`src/rtl/vga_timing_gen_if.sv`:
```
`default_nettype none
// ============================================================================
// Module      : vga_timing_gen_if
// Description : Bundle of run controls, pixel input and timing outputs for
//               vga_timing_gen. The timing generator is the master. The
//               consumer (display pipeline or bench) is the slave.
//   en          run enable (slave -> master)
//   tp_en       test-pattern select (slave -> master)
//   rgb_in      pixel colour from the frame source (slave -> master)
//   hsync/vsync sync outputs, polarity set by the generator parameters
//   video_on    high while (pix_x, pix_y) is in the active area
//   pix_tick    one-clk pixel strobe
//   pix_x/pix_y 11-bit current pixel coordinates
//   line_start  strobe on the edge that moves pix_x to 0
//   frame_start strobe on the edge that moves (pix_x, pix_y) to (0,0)
//   rgb         colour output, blanked outside the active area
// Revision    : 1.0 - initial release
// ============================================================================
interface vga_timing_gen_if #(
  parameter int RGB_W = 3
);
  logic             en;
  logic             tp_en;
  logic [RGB_W-1:0] rgb_in;
  logic             hsync;
  logic             vsync;
  logic             video_on;
  logic             pix_tick;
  logic [10:0]      pix_x;
  logic [10:0]      pix_y;
  logic             line_start;
  logic             frame_start;
  logic [RGB_W-1:0] rgb;

  modport master (
    input  en, tp_en, rgb_in,
    output hsync, vsync, video_on, pix_tick, pix_x, pix_y,
           line_start, frame_start, rgb
  );

  modport slave (
    output en, tp_en, rgb_in,
    input  hsync, vsync, video_on, pix_tick, pix_x, pix_y,
           line_start, frame_start, rgb
  );
endinterface
`default_nettype wire

```
`src/rtl/vga_timing_gen.sv`:
```
`default_nettype none
// ============================================================================
// Module      : vga_timing_gen
// Description : Parametrised VGA timing generator. A clock divider produces
//               the pixel strobe, 11-bit horizontal/vertical counters walk
//               the frame, and registered sync / active-video flags are
//               loaded from the next counter values so they stay aligned
//               with pix_x / pix_y. Colour output is blanked outside the
//               active area.
//               Optional feature macro: VGA_TESTPATTERN_EN builds an 8-bar
//               colour test pattern selected by tp_en.
// Ports       :
//   clk_i   system clock
//   rst_ni  asynchronous active-low reset
//   bus     vga_timing_gen_if.master (en, tp_en, rgb_in in; timing and
//           colour out)
// Parameters  : H_ACTIVE (multiple of 8), H_FP, H_SYNC, H_BP, V_ACTIVE,
//               V_FP, V_SYNC, V_BP, CLK_DIV (>=1), HSYNC_POL, VSYNC_POL,
//               RGB_W. Horizontal and vertical totals must be <= 2048.
// Revision    : 1.0 - initial release
// ============================================================================
module vga_timing_gen #(
  parameter int H_ACTIVE  = 640,
  parameter int H_FP      = 16,
  parameter int H_SYNC    = 96,
  parameter int H_BP      = 48,
  parameter int V_ACTIVE  = 480,
  parameter int V_FP      = 10,
  parameter int V_SYNC    = 2,
  parameter int V_BP      = 33,
  parameter int CLK_DIV   = 2,
  parameter bit HSYNC_POL = 1'b0,
  parameter bit VSYNC_POL = 1'b0,
  parameter int RGB_W     = 3
) (
  input  logic             clk_i,
  input  logic             rst_ni,
  vga_timing_gen_if.master bus
);

  // --------------------------------------------------------------------------
  // Derived geometry
  // --------------------------------------------------------------------------
  localparam int          H_TOTAL  = H_ACTIVE + H_FP + H_SYNC + H_BP;
  localparam int          V_TOTAL  = V_ACTIVE + V_FP + V_SYNC + V_BP;
  localparam logic [10:0] H_LAST   = 11'(H_TOTAL - 1);
  localparam logic [10:0] V_LAST   = 11'(V_TOTAL - 1);
  localparam logic [10:0] H_ACT    = 11'(H_ACTIVE);
  localparam logic [10:0] V_ACT    = 11'(V_ACTIVE);
  localparam logic [10:0] HS_FIRST = 11'(H_ACTIVE + H_FP);
  localparam logic [10:0] HS_LAST  = 11'(H_ACTIVE + H_FP + H_SYNC - 1);
  localparam logic [10:0] VS_FIRST = 11'(V_ACTIVE + V_FP);
  localparam logic [10:0] VS_LAST  = 11'(V_ACTIVE + V_FP + V_SYNC - 1);

  // A divide-by-one still keeps a 1-bit divider that never leaves 0, so the
  // pixel strobe degenerates to the enable itself.
  localparam int             DIV_W    = (CLK_DIV > 1) ? $clog2(CLK_DIV) : 1;
  localparam logic [DIV_W-1:0] DIV_LAST = DIV_W'(CLK_DIV - 1);

  // --------------------------------------------------------------------------
  // State
  // --------------------------------------------------------------------------
  logic [DIV_W-1:0] div_q, div_d;
  logic [10:0]      x_q, x_d;
  logic [10:0]      y_q, y_d;
  logic             hsync_q, hsync_d;
  logic             vsync_q, vsync_d;
  logic             vo_q, vo_d;

  logic             w_tick;
  logic             w_h_wrap;
  logic             w_v_wrap;

  assign w_tick   = bus.en & (div_q == DIV_LAST);
  assign w_h_wrap = w_tick & (x_q == H_LAST);
  assign w_v_wrap = w_h_wrap & (y_q == V_LAST);

  // --------------------------------------------------------------------------
  // Divider next state: free-runs 0..CLK_DIV-1 while enabled, holds otherwise
  // --------------------------------------------------------------------------
  always_comb begin
    div_d = div_q;
    if (bus.en) begin
      if (div_q == DIV_LAST) begin
        div_d = '0;
      end else begin
        div_d = div_q + 1'b1;
      end
    end
  end

  // --------------------------------------------------------------------------
  // Counter next state and the flags derived from it. Decoding the flags from
  // the next counter values lets them be registered on the same edge as the
  // counters, so they carry no latency relative to pix_x / pix_y.
  // --------------------------------------------------------------------------
  always_comb begin
    x_d = x_q;
    y_d = y_q;
    if (w_tick) begin
      if (x_q == H_LAST) begin
        x_d = '0;
        if (y_q == V_LAST) begin
          y_d = '0;
        end else begin
          y_d = y_q + 11'd1;
        end
      end else begin
        x_d = x_q + 11'd1;
      end
    end

    hsync_d = ((x_d >= HS_FIRST) && (x_d <= HS_LAST)) ? HSYNC_POL : ~HSYNC_POL;
    vsync_d = ((y_d >= VS_FIRST) && (y_d <= VS_LAST)) ? VSYNC_POL : ~VSYNC_POL;
    vo_d    = (x_d < H_ACT) && (y_d < V_ACT);
  end

  // --------------------------------------------------------------------------
  // Registers
  // --------------------------------------------------------------------------
  always_ff @(posedge clk_i or negedge rst_ni) begin
    if (!rst_ni) begin
      div_q   <= '0;
      x_q     <= '0;
      y_q     <= '0;
      hsync_q <= ~HSYNC_POL;
      vsync_q <= ~VSYNC_POL;
      vo_q    <= 1'b1;
    end else begin
      div_q <= div_d;
      if (w_tick) begin
        x_q     <= x_d;
        y_q     <= y_d;
        hsync_q <= hsync_d;
        vsync_q <= vsync_d;
        vo_q    <= vo_d;
      end
    end
  end

  // --------------------------------------------------------------------------
  // Colour path
  // --------------------------------------------------------------------------
`ifdef VGA_TESTPATTERN_EN
  // Eight vertical bars across the active width. The sub-counter counts
  // pixels within a bar; both counters track the next x value so the bar
  // index is aligned with pix_x, clear at x=0 and freeze in blanking.
  localparam int               BAR_W    = H_ACTIVE / 8;
  localparam int               SUB_W    = (BAR_W > 1) ? $clog2(BAR_W) : 1;
  localparam logic [SUB_W-1:0] SUB_LAST = SUB_W'(BAR_W - 1);

  logic [2:0]       bar_q, bar_d;
  logic [SUB_W-1:0] sub_q, sub_d;
  logic [RGB_W-1:0] w_bar_rgb;

  always_comb begin
    bar_d = bar_q;
    sub_d = sub_q;
    if (x_d == 11'd0) begin
      bar_d = '0;
      sub_d = '0;
    end else if (x_d < H_ACT) begin
      if (sub_q == SUB_LAST) begin
        sub_d = '0;
        bar_d = bar_q + 3'd1;
      end else begin
        sub_d = sub_q + 1'b1;
      end
    end
  end

  always_ff @(posedge clk_i or negedge rst_ni) begin
    if (!rst_ni) begin
      bar_q <= '0;
      sub_q <= '0;
    end else if (w_tick) begin
      bar_q <= bar_d;
      sub_q <= sub_d;
    end
  end

  // Bar index is zero-extended or truncated to the colour width.
  assign w_bar_rgb = RGB_W'(bar_q);
  assign bus.rgb   = !vo_q     ? '0        :
                     bus.tp_en ? w_bar_rgb : bus.rgb_in;
`else
  logic w_unused_tp_en;
  assign w_unused_tp_en = bus.tp_en;
  assign bus.rgb        = vo_q ? bus.rgb_in : '0;
`endif

  // --------------------------------------------------------------------------
  // Outputs
  // --------------------------------------------------------------------------
  assign bus.pix_tick    = w_tick;
  assign bus.line_start  = w_h_wrap;
  assign bus.frame_start = w_v_wrap;
  assign bus.pix_x       = x_q;
  assign bus.pix_y       = y_q;
  assign bus.hsync       = hsync_q;
  assign bus.vsync       = vsync_q;
  assign bus.video_on    = vo_q;

endmodule
`default_nettype wire

```
`src/flat_wrapper.sv`:
```
// flat-port wrapper written by rule: the top's interface ports become plain ports
module vga_timing_gen_flat 
#(
  parameter int H_ACTIVE  = 640,
  parameter int H_FP      = 16,
  parameter int H_SYNC    = 96,
  parameter int H_BP      = 48,
  parameter int V_ACTIVE  = 480,
  parameter int V_FP      = 10,
  parameter int V_SYNC    = 2,
  parameter int V_BP      = 33,
  parameter int CLK_DIV   = 2,
  parameter bit HSYNC_POL = 1'b0,
  parameter bit VSYNC_POL = 1'b0,
  parameter int RGB_W     = 3
)
  (clk_i, rst_ni, bus_en, bus_tp_en, bus_rgb_in, bus_hsync, bus_vsync, bus_video_on, bus_pix_tick, bus_pix_x, bus_pix_y, bus_line_start, bus_frame_start, bus_rgb);
  vga_timing_gen_if #(.RGB_W(RGB_W)) bus_i ();
  input  logic clk_i;
  input  logic rst_ni;
  input wire logic [$bits(bus_i.en)-1:0] bus_en;
  input wire logic [$bits(bus_i.tp_en)-1:0] bus_tp_en;
  input wire logic [$bits(bus_i.rgb_in)-1:0] bus_rgb_in;
  output wire logic [$bits(bus_i.hsync)-1:0] bus_hsync;
  output wire logic [$bits(bus_i.vsync)-1:0] bus_vsync;
  output wire logic [$bits(bus_i.video_on)-1:0] bus_video_on;
  output wire logic [$bits(bus_i.pix_tick)-1:0] bus_pix_tick;
  output wire logic [$bits(bus_i.pix_x)-1:0] bus_pix_x;
  output wire logic [$bits(bus_i.pix_y)-1:0] bus_pix_y;
  output wire logic [$bits(bus_i.line_start)-1:0] bus_line_start;
  output wire logic [$bits(bus_i.frame_start)-1:0] bus_frame_start;
  output wire logic [$bits(bus_i.rgb)-1:0] bus_rgb;
  assign bus_i.en = bus_en;
  assign bus_i.tp_en = bus_tp_en;
  assign bus_i.rgb_in = bus_rgb_in;
  assign bus_hsync = bus_i.hsync;
  assign bus_vsync = bus_i.vsync;
  assign bus_video_on = bus_i.video_on;
  assign bus_pix_tick = bus_i.pix_tick;
  assign bus_pix_x = bus_i.pix_x;
  assign bus_pix_y = bus_i.pix_y;
  assign bus_line_start = bus_i.line_start;
  assign bus_frame_start = bus_i.frame_start;
  assign bus_rgb = bus_i.rgb;
  vga_timing_gen #(.H_ACTIVE(H_ACTIVE), .H_FP(H_FP), .H_SYNC(H_SYNC), .H_BP(H_BP), .V_ACTIVE(V_ACTIVE), .V_FP(V_FP), .V_SYNC(V_SYNC), .V_BP(V_BP), .CLK_DIV(CLK_DIV), .HSYNC_POL(HSYNC_POL), .VSYNC_POL(VSYNC_POL), .RGB_W(RGB_W)) u_core (.clk_i(clk_i), .rst_ni(rst_ni), .bus(bus_i));
endmodule
```
`config.mk`:
```
export PLATFORM = sky130hd
export DESIGN_NAME = vga_timing_gen_flat
export DESIGN_NICKNAME = d
export VERILOG_FILES = /design/src/rtl/vga_timing_gen_if.sv /design/src/rtl/vga_timing_gen.sv /design/src/flat_wrapper.sv
export SDC_FILE = /design/constraint.sdc
export NUM_CORES = 1
export LEC_CHECK = 0
export BUFFER_PORTS_ARGS = -buffer_cell sky130_fd_sc_hd__clkbuf_2
export CAP_MARGIN = 40
export CORE_AREA = 2 2 54 66
export CTS_BUF_LIST = sky130_fd_sc_hd__clkbuf_4
export DETAILED_ROUTE_END_ITERATION = 7
export DIE_AREA = 0 0 56 68
export HOLD_SLACK_MARGIN = 0.05
export PLACE_DENSITY = 0.73
export SYNTH_ARGS = -nofsm -noshare
export SYNTH_HDL_FRONTEND = slang
export SYNTH_SLANG_ARGS = --single-unit
```
`constraint.sdc`:
```
create_clock -name clk_i -period 4 [get_ports clk_i]
set_clock_uncertainty 0.15 [all_clocks]
set_input_delay 0 -clock clk_i [delete_from_list [all_inputs] [get_ports clk_i]]
set_output_delay 0 -clock clk_i [all_outputs]
set_load 0.1 [all_outputs]
```
# Word level (Yosys, flattened, before mapping)
# Index checks and enable logic that the tools add are counted.
[op_classes]
order_cmp = 6
n_eq_ne = 2
reduce_logical = 3
bitwise_logic = 3
n_mux = 9
n_addsub = 3
[op_table]
columns = ["cell", "count"]
rows = [
  ["$mux W11", 5],
  ["$add A11 B1 Y11 const B", 2],
  ["$eq A11 B10 Y1 const B", 2],
  ["$ge A11 B10 Y1 const B", 1],
  ["$ge A11 B9 Y1 const B", 1],
  ["$le A11 B10 Y1 const B", 1],
  ["$le A11 B9 Y1 const B", 1],
  ["$lt A11 B10 Y1 const B", 1],
  ["$lt A11 B9 Y1 const B", 1],
  ["$and A1 B1 Y1", 3],
  ["$logic_and A1 B1 Y1", 3],
  ["$mux W1", 3],
  ["$mux W3", 1],
  ["$add A1 B1 Y1 const B", 1],
]
[totals]
reg_bits = 26
in_bits = 7

# Depth between registers and ports, before layout
# Gate-level depths: netlist (run 1).
[depth]
word_depth = 7
mapped_depth = 10
depth_no_buf = 8

# Worst setup path before layout (run 1)
# OpenSTA, ideal clock, no wires.
[synth_timing]
path_kind = "flip-flop to flip-flop"
start = "reg u_core.x_q[5] (netlist: u_core.bus.pix_x[5])"
end = "reg u_core.vsync_q (netlist: u_core.bus.vsync)"
period_less_slack_ps = 3863
slack_ps = 137
arrival_ps = 3629
stages_incl_launch_ff = 10
required_time_ps = 3767
path_cell_list = "dfrtp_1 > buf_6 > or4_4 > or4_4 > buf_6 > inv_4 > buf_6 > and2_2 > o211ai_1 > o32a_1"
[synth_via]
elab_chain_cells = 6
[synth_lines]
columns = ["item", "line_no", "rtl"]
rows = [
  ["start, declared", "vga_timing_gen.sv:64", "logic [10:0] x_q, x_d;"],
  ["start signal, assigned", "vga_timing_gen.sv:124", "x_q <= '0;"],
  ["start signal, assigned", "vga_timing_gen.sv:132", "x_q <= x_d;"],
  ["$eq A11 B10 Y1 *", "vga_timing_gen.sv:101", "if (x_q == H_LAST) begin"],
  ["$mux W11 *", "vga_timing_gen.sv:101", ""],
  ["$mux W11 *", "vga_timing_gen.sv:100", "if (w_tick) begin"],
  ["$ge A11 B9 Y1 or $le A11 B9 Y1 (tied branches)", "vga_timing_gen.sv:114", "vsync_d = ((y_d >= VS_FIRST) && (y_d <= VS_LAST)) ? VSYNC_POL : ~VSYNC_POL;"],
  ["$logic_and A1 B1 Y1 *", "vga_timing_gen.sv:114", ""],
  ["$mux W1 *", "vga_timing_gen.sv:114", ""],
  ["end signal, assigned", "vga_timing_gen.sv:127", "vsync_q <= ~VSYNC_POL;"],
  ["end signal, assigned", "vga_timing_gen.sv:135", "vsync_q <= vsync_d;"],
  ["end, declared", "vga_timing_gen.sv:67", "logic vsync_q, vsync_d;"],
]
# Every way passes the cells marked *; elsewhere a longest branch is shown, timed or not.
# A chain may end at the register's enable or synchronous reset.

# Worst setup path after layout (run 1)
[layout_timing]
start = "reg u_core.y_q[0] (netlist: u_core.bus.pix_y[0])"
end = "out bus_frame_start"
[layout_via]
elab_chain_cells = 2
[layout_lines]
columns = ["item", "line_no", "rtl"]
rows = [
  ["start, declared", "vga_timing_gen.sv:65", "logic [10:0] y_q, y_d;"],
  ["start signal, assigned", "vga_timing_gen.sv:133", "y_q <= y_d;"],
  ["$eq A11 B10 Y1", "vga_timing_gen.sv:76", "assign w_v_wrap = w_h_wrap & (y_q == V_LAST);"],
  ["$and A1 B1 Y1", "vga_timing_gen.sv:76", ""],
  ["end, declared", "flat_wrapper.sv:31", "output wire logic [$bits(bus_i.frame_start)-1:0] bus_frame_start;"],
]
# Every way passes these cells.

==> reports/results.ini, run 1 <==
[logic_synthesis]
seq_area_frac_synth_pct=43.4
synth_edf_count=0
synth.top_cells.by_area=dfrtp_1, dfstp_2, xor2_1
netlist_instances=158
netlist_top_cells_count=dfrtp_1, nand2_1, nor2_1
yosysTopAreaCell=dfrtp_1
syn_nets=168
syn_area_per_cell_sq_um=9.54
synth-seq-cells=26
synth.distinct_cells=43
synth_top_flop_cell=dfrtp_1
yosysMostFrequentCell=dfrtp_1
async_reset_ff_share_pct=100
netlist_area_sq_um=1510
synth.top_cell.area_share_pct=38.2
yosysWarningCount=0

[global_route]
overflow=0
grt_max_degree=27
grt_pass1_vias=1245
antenna_found_initial=0
gr-usage-all-layers_pct=18.3
grt_first_pass_wirelength_mm=5.50

[min_path]
min_path_type=in -> async

[cts]
post_cts_buffers=0
h-tree-depth=1
clockRootBuffer=clkbuf_4
cts_tree=built
clk_pin_slew_ns=0.16
numCtsBuffers=3
clock_path_buffers=2
cts.sinks=26
clkLatencyLatePin_ns=0.33

[die]
die_h_um=68
die_w_um=56
core_area_sq_um=3220
initial_core_util_pct=46.8
dieArea_sq_um=3810
io_pins=38
row_count=23

[sta]
whs_ns=0.0548
setup_viol=0
rsz0062_at_grt=false
fmax_ghz=0.332
worst_pin_slew_ns=0.649
slew_viol_final=0
relSlewSlack_pct=56.7
tns_ns=0
final.period_utilization_pct=75.3
period_needed_ns=3.01
finalHoldViolCount=0

[route]
drc_errors=0
first_iter_violations=50
wl_mm=3.31
wl_per_cell_um=14.3
vias=1328
first_pass_iters=4
vias_per_cell=5.72
final_antenna_net_count=0

[power_and_ir_drop]
powerDensity_nw_per_um2=551
peakVddDrop_mv=0.476
power_leakage_nw=0.853

[placement]
dp.cells=226
gp_congestion=0.820
placed_area_sq_um=1690
dp_hpwl_mm=2.49
io_buffers=36

[run_status]
status=complete, no violations

[setup_path]
worst-endpoint-arrival_ns=2.86
reg2regPathDepth=7
cp_max_fo=7
reg2reg_slack_ns=1.06
worstSetupStartpointType=register
timing.rr.end=u_core.bus.vsync$_DFFE_PN1P_
required_ns=3.85
r2r-start=u_core.bus.pix_x[5]$_DFFE_PN0P_
cp-end-kind=output port
path_class=reg -> out

[layout]
fin_nets=206
final_area_sq_um=1770
drive_gt1_share_pct=27.2
multi_input_area_sq_um=768
area_delta_synth_final_pct=17.1
final_util_pct=54.8
finalNonFillerCells=232
diodes=0
seqCellArea_sq_um=654
nFillCells=312

[run]
drv_cap=0

-- power breakdown --
| part | switching (mW) | total [mW] | internal [mW] |
|---|---|---|---|
| combinational | 0.370 | 0.442 | 0.0728 |
| sequential | 0.0454 | 0.346 | 0.301 |
| clock | 0.0834 | 0.185 | 0.101 |
| total | 0.498 | 0.973 | 0.475 |
-- per-layer routing --
| metal | GRT usage (%) | part of all wire [%] | vias up |
|---|---|---|---|
| met5 | 0 | 0 | - |
| met4 | 5.95 | 0.69 | 0 |
| met3 | 3.02 | 5.6 | 4 |
| met2 | 33.7 | 52 | 43 |
| met1 | 21.8 | 42 | 650 |
| li1 | - | - | 631 |
-- how the worst max path moves through the flow --
stage / startpoint / end / slack, ns / cells after the start
floorplan: u_core.bus.pix_x[5]$_DFFE_PN0P_ / u_core.bus.vsync$_DFFE_PN1P_ / 0.14 / 9
global placement: u_core.bus.pix_x[5]$_DFFE_PN0P_ / u_core.bus.vsync$_DFFE_PN1P_ / 1.14 / 7
detailed placement: u_core.bus.pix_x[5]$_DFFE_PN0P_ / u_core.bus.vsync$_DFFE_PN1P_ / 1.09 / 7
CTS: u_core.bus.pix_y[0]$_DFFE_PN0P_ / bus_frame_start / 1.01 / 6
global route: u_core.bus.pix_y[0]$_DFFE_PN0P_ / bus_frame_start / 0.80 / 6
finish: u_core.bus.pix_y[0]$_DFFE_PN0P_ / bus_frame_start / 0.99 / 6
-- registers in the layout, indices dropped and copies added, names as in the netlist --
| register | cells |
|---|---|
| u_core.bus.hsync | 1 |
| u_core.bus.pix_x | 11 |
| u_core.bus.pix_y | 11 |
| u_core.bus.video_on | 1 |
| u_core.bus.vsync | 1 |
| u_core.div_q | 1 |
-- layout by cell type (no fill, tap or decap), types with 3 or more instances in the layout --
cell type | synthesis | routed
and2_1 | 5 | 5
clkbuf_2 | 0 | 36
clkbuf_4 | 0 | 3
dfrtp_1 | 23 | 23
dfstp_2 | 3 | 3
ha_1 | 3 | 3
inv_1 | 10 | 10
nand2_1 | 17 | 17
nand2b_1 | 3 | 3
nand3_1 | 6 | 6
nand4_1 | 8 | 8
nor2_1 | 14 | 14
nor3_1 | 3 | 3
o211ai_1 | 3 | 3
o21ai_0 | 9 | 9
xnor2_1 | 6 | 6
xor2_1 | 8 | 8
-- worst max-delay path: stages (launching register included) --
cell and delay (ns):
dfrtp_1 0.47, inv_1 0.08, ha_1 0.14, or4b_2 0.58
nor4_1 0.50, and2_2 0.29, clkbuf_2 0.46
-- cells by family (layout without fill, tap and decap cells) --
family,Yosys count,after routing,synth area share [%]
adder cells (fa/ha/maj),3,3,2.49
XOR/XNOR,15,15,9.21
buffers and inverters,16,53,5.64
AND/OR/NAND/NOR,72,72,26.7
flip-flops,26,26,43.4
multiplexers,2,2,1.41
AO/OA/AOI/OAI,24,24,11.1
-- stage by stage --
step / power, mW / setup slack (ns)
floorplan: 0.722 / 0.137
global placement: 0.785 / 1.14
detailed placement: 0.794 / 1.09
CTS: 0.978 / 1.01
global route: 1.01 / 0.800
finish: 0.973 / 0.988
-- repair_timing --
item / in CTS / in global routing
hold buffers: 2 / 0
gates resized for setup: 0 / 0
hold endpoints to repair: 28 / 0
setup endpoints to repair: 0 / 0
-- cell type report --
| cell class | count | share of cell area [%] |
|---|---|---|
| Multi-Input combinational cell | 116 | 43.5 |
| Sequential cell | 26 | 37.1 |
| Timing Repair Buffer | 38 | 11.3 |
| Tap cell | 37 | 2.62 |
| Inverter | 11 | 2.48 |
| Clock inverter | 1 | 1.70 |
| Clock buffer | 3 | 1.28 |
(Power assumes the default switching activity.)
==> run 2: changes to the inputs <==
PLACE_DENSITY = 0.75   (was 0.73)
clock period = 2.6 ns   (was 4 ns; I/O delays follow)
==> run 2 against run 1 <==
  * The flow now finishes with violations (setup timing)
  * Critical path depth grew 1
  * Non-clock buffer count grew 25
  * Utilization grew 7.6 points
  * Hold slack gained 0.019 ns
  * Setup slack lost 1.1 ns
  * Sequential cell count is the same
  * Largest power group unchanged
  * Total power grew 44%
==> reports/results.ini, run 2 (synthesized netlist as in run 1, its figures left out) <==
[placement]
dp_hpwl_mm=2.93
io_buffers=36
dp.cells=243
placed_area_sq_um=1870
place_ws_ns=-0.214
gp_congestion=0.914

[route]
wl_mm=4.09
wl_per_cell_um=15.9
first_pass_iters=4
drc_errors=0
first_iter_violations=70
vias_per_cell=5.80
vias=1491
final_antenna_net_count=0

[die]
dieArea_sq_um=3810
core_area_sq_um=3220
initial_core_util_pct=46.8
die_w_um=56
die_h_um=68
io_pins=38
row_count=23

[setup_path]
cp-end-kind=register
required_ns=2.72
worst-endpoint-arrival_ns=2.88
path_class=reg -> reg
cp_max_fo=8
worstSetupStartpointType=register

[layout]
area_delta_synth_final_pct=33.4
final_cell_mix=clkbuf_2, buf_4, nand2_1
fin_nets=231
final_area_sq_um=2010
diodes=0
drive_gt1_share_pct=40.0
finalNonFillerCells=257
final_common_cell=clkbuf_2

[global_route]
grt_first_pass_wirelength_mm=6.63
antenna_found_initial=0
gr-usage-all-layers_pct=22.3
grt_pass1_vias=1421
overflow=0
grt_max_degree=27

[run_status]
violations=setup timing
status=complete, but fails checks

[sta]
finalHoldViolCount=0
slew_viol_final=0
worst_pin_slew_ns=0.675
final.period_utilization_pct=106
period_needed_ns=2.76
rsz0062_at_grt=true
fmax_ghz=0.362
fin_ws_ns=-0.162
relSlewSlack_pct=55.0
setup_viol=3

[min_path]
min_path_type=in -> async

[power_and_ir_drop]
power_leakage_nw=0.970
total_power_mw=1.40
powerDensity_nw_per_um2=698
peakVddDrop_mv=0.823

[cts]
cts_tree=built
clk_pin_slew_ns=0.15
h-tree-depth=1
clockRootBuffer=clkbuf_4
numCtsBuffers=3
clock_path_buffers=2
cts.sinks=26
clkLatencyLatePin_ns=0.32

[run]
drv_cap=0

==> run 2: cell count changes in the layout (fill, tap and decap cells not counted), moves of 2 or more <==
cell and delta:
buf_6 +2, buf_4 +23, dfrtp_1 -8, clkbuf_2 -2, dfrtp_2 +5, dfrtp_4 +3, buf_12 +2
==> run 2: through the flow <==
stage	util (%)	setup TNS (ns)	hold slack (ns)
floorplan	-	-1.77	-0.446
global placement	58.1	-0.227	-0.0982
global route	62.4	-0.712	0.121
finish	62.4	-0.462	0.0741
CTS	61.1	-0.450	0.0877
detailed placement	58.1	-0.408	-0.0855
==> run 2: where the power goes <==
part / internal, mW / leakage (nW) / switching, mW
Sequential: 0.467 / 0.324 / 0.0666
Combinational: 0.118 / 0.630 / 0.576
Clock: 0.0562 / 0.0154 / 0.121
==> run 2: worst paths after layout <==
kind / startpoint / endpoint / slack [ns] / depth (start not counted)
worst max-delay path: u_core.bus.pix_x[10]$_DFFE_PN0P_ / u_core.bus.vsync$_DFFE_PN1P_ / -0.16 / 7
max in group asynchronous: rst_ni / u_core.bus.pix_x[5]$_DFFE_PN0P_ / 1.72 / 2
worst min-delay path: rst_ni / u_core.bus.pix_x[7]$_DFFE_PN0P_ / 0.07 / 2
min in group clk_i: bus_en / u_core.div_q$_DFFE_PN0P_ / 0.27 / 3
worst min register to register: u_core.div_q$_DFFE_PN0P_ / u_core.div_q$_DFFE_PN0P_ / 0.36 / 1
worst max register to register: u_core.bus.pix_x[10]$_DFFE_PN0P_ / u_core.bus.vsync$_DFFE_PN1P_ / -0.16 / 7
==> run 2: routing by layer <==
layer	share of wire [%]	vias to the layer above	global-route usage [%]
met3	6.1	12	3.02
li1	-	683	-
met2	55	83	41.8
met1	37	713	26.0
met4	1.7	0	8.63
met5	0	-	0
==> run 2: critical path, stage by stage, from the launching register on <==
cell	delay [ns]
dfrtp_4	0.50
or4_4	0.54
or4_4	0.58
inv_6	0.12
nand4_1	0.11
xor2_1	0.23
o211ai_1	0.15
o32a_1	0.32
==> run 2: cell type report <==
class	count	area [sq um]
fill	270	1210
multi-input combinational	116	795
sequential	26	672
timing repair buffer	63	425
inverter	11	46.3
tap	37	46.3
clock buffer	3	22.5
clock inverter	1	3.75
==> run 2: repair_timing <==
action / in CTS / in global routing
hold endpoints to repair: 30 / 0
gates resized for setup: 4 / 3
setup buffers: 4 / 4
endpoints found under the setup margin: 3 / 7
hold buffers: 2 / 0
pin swaps: 5 / 2
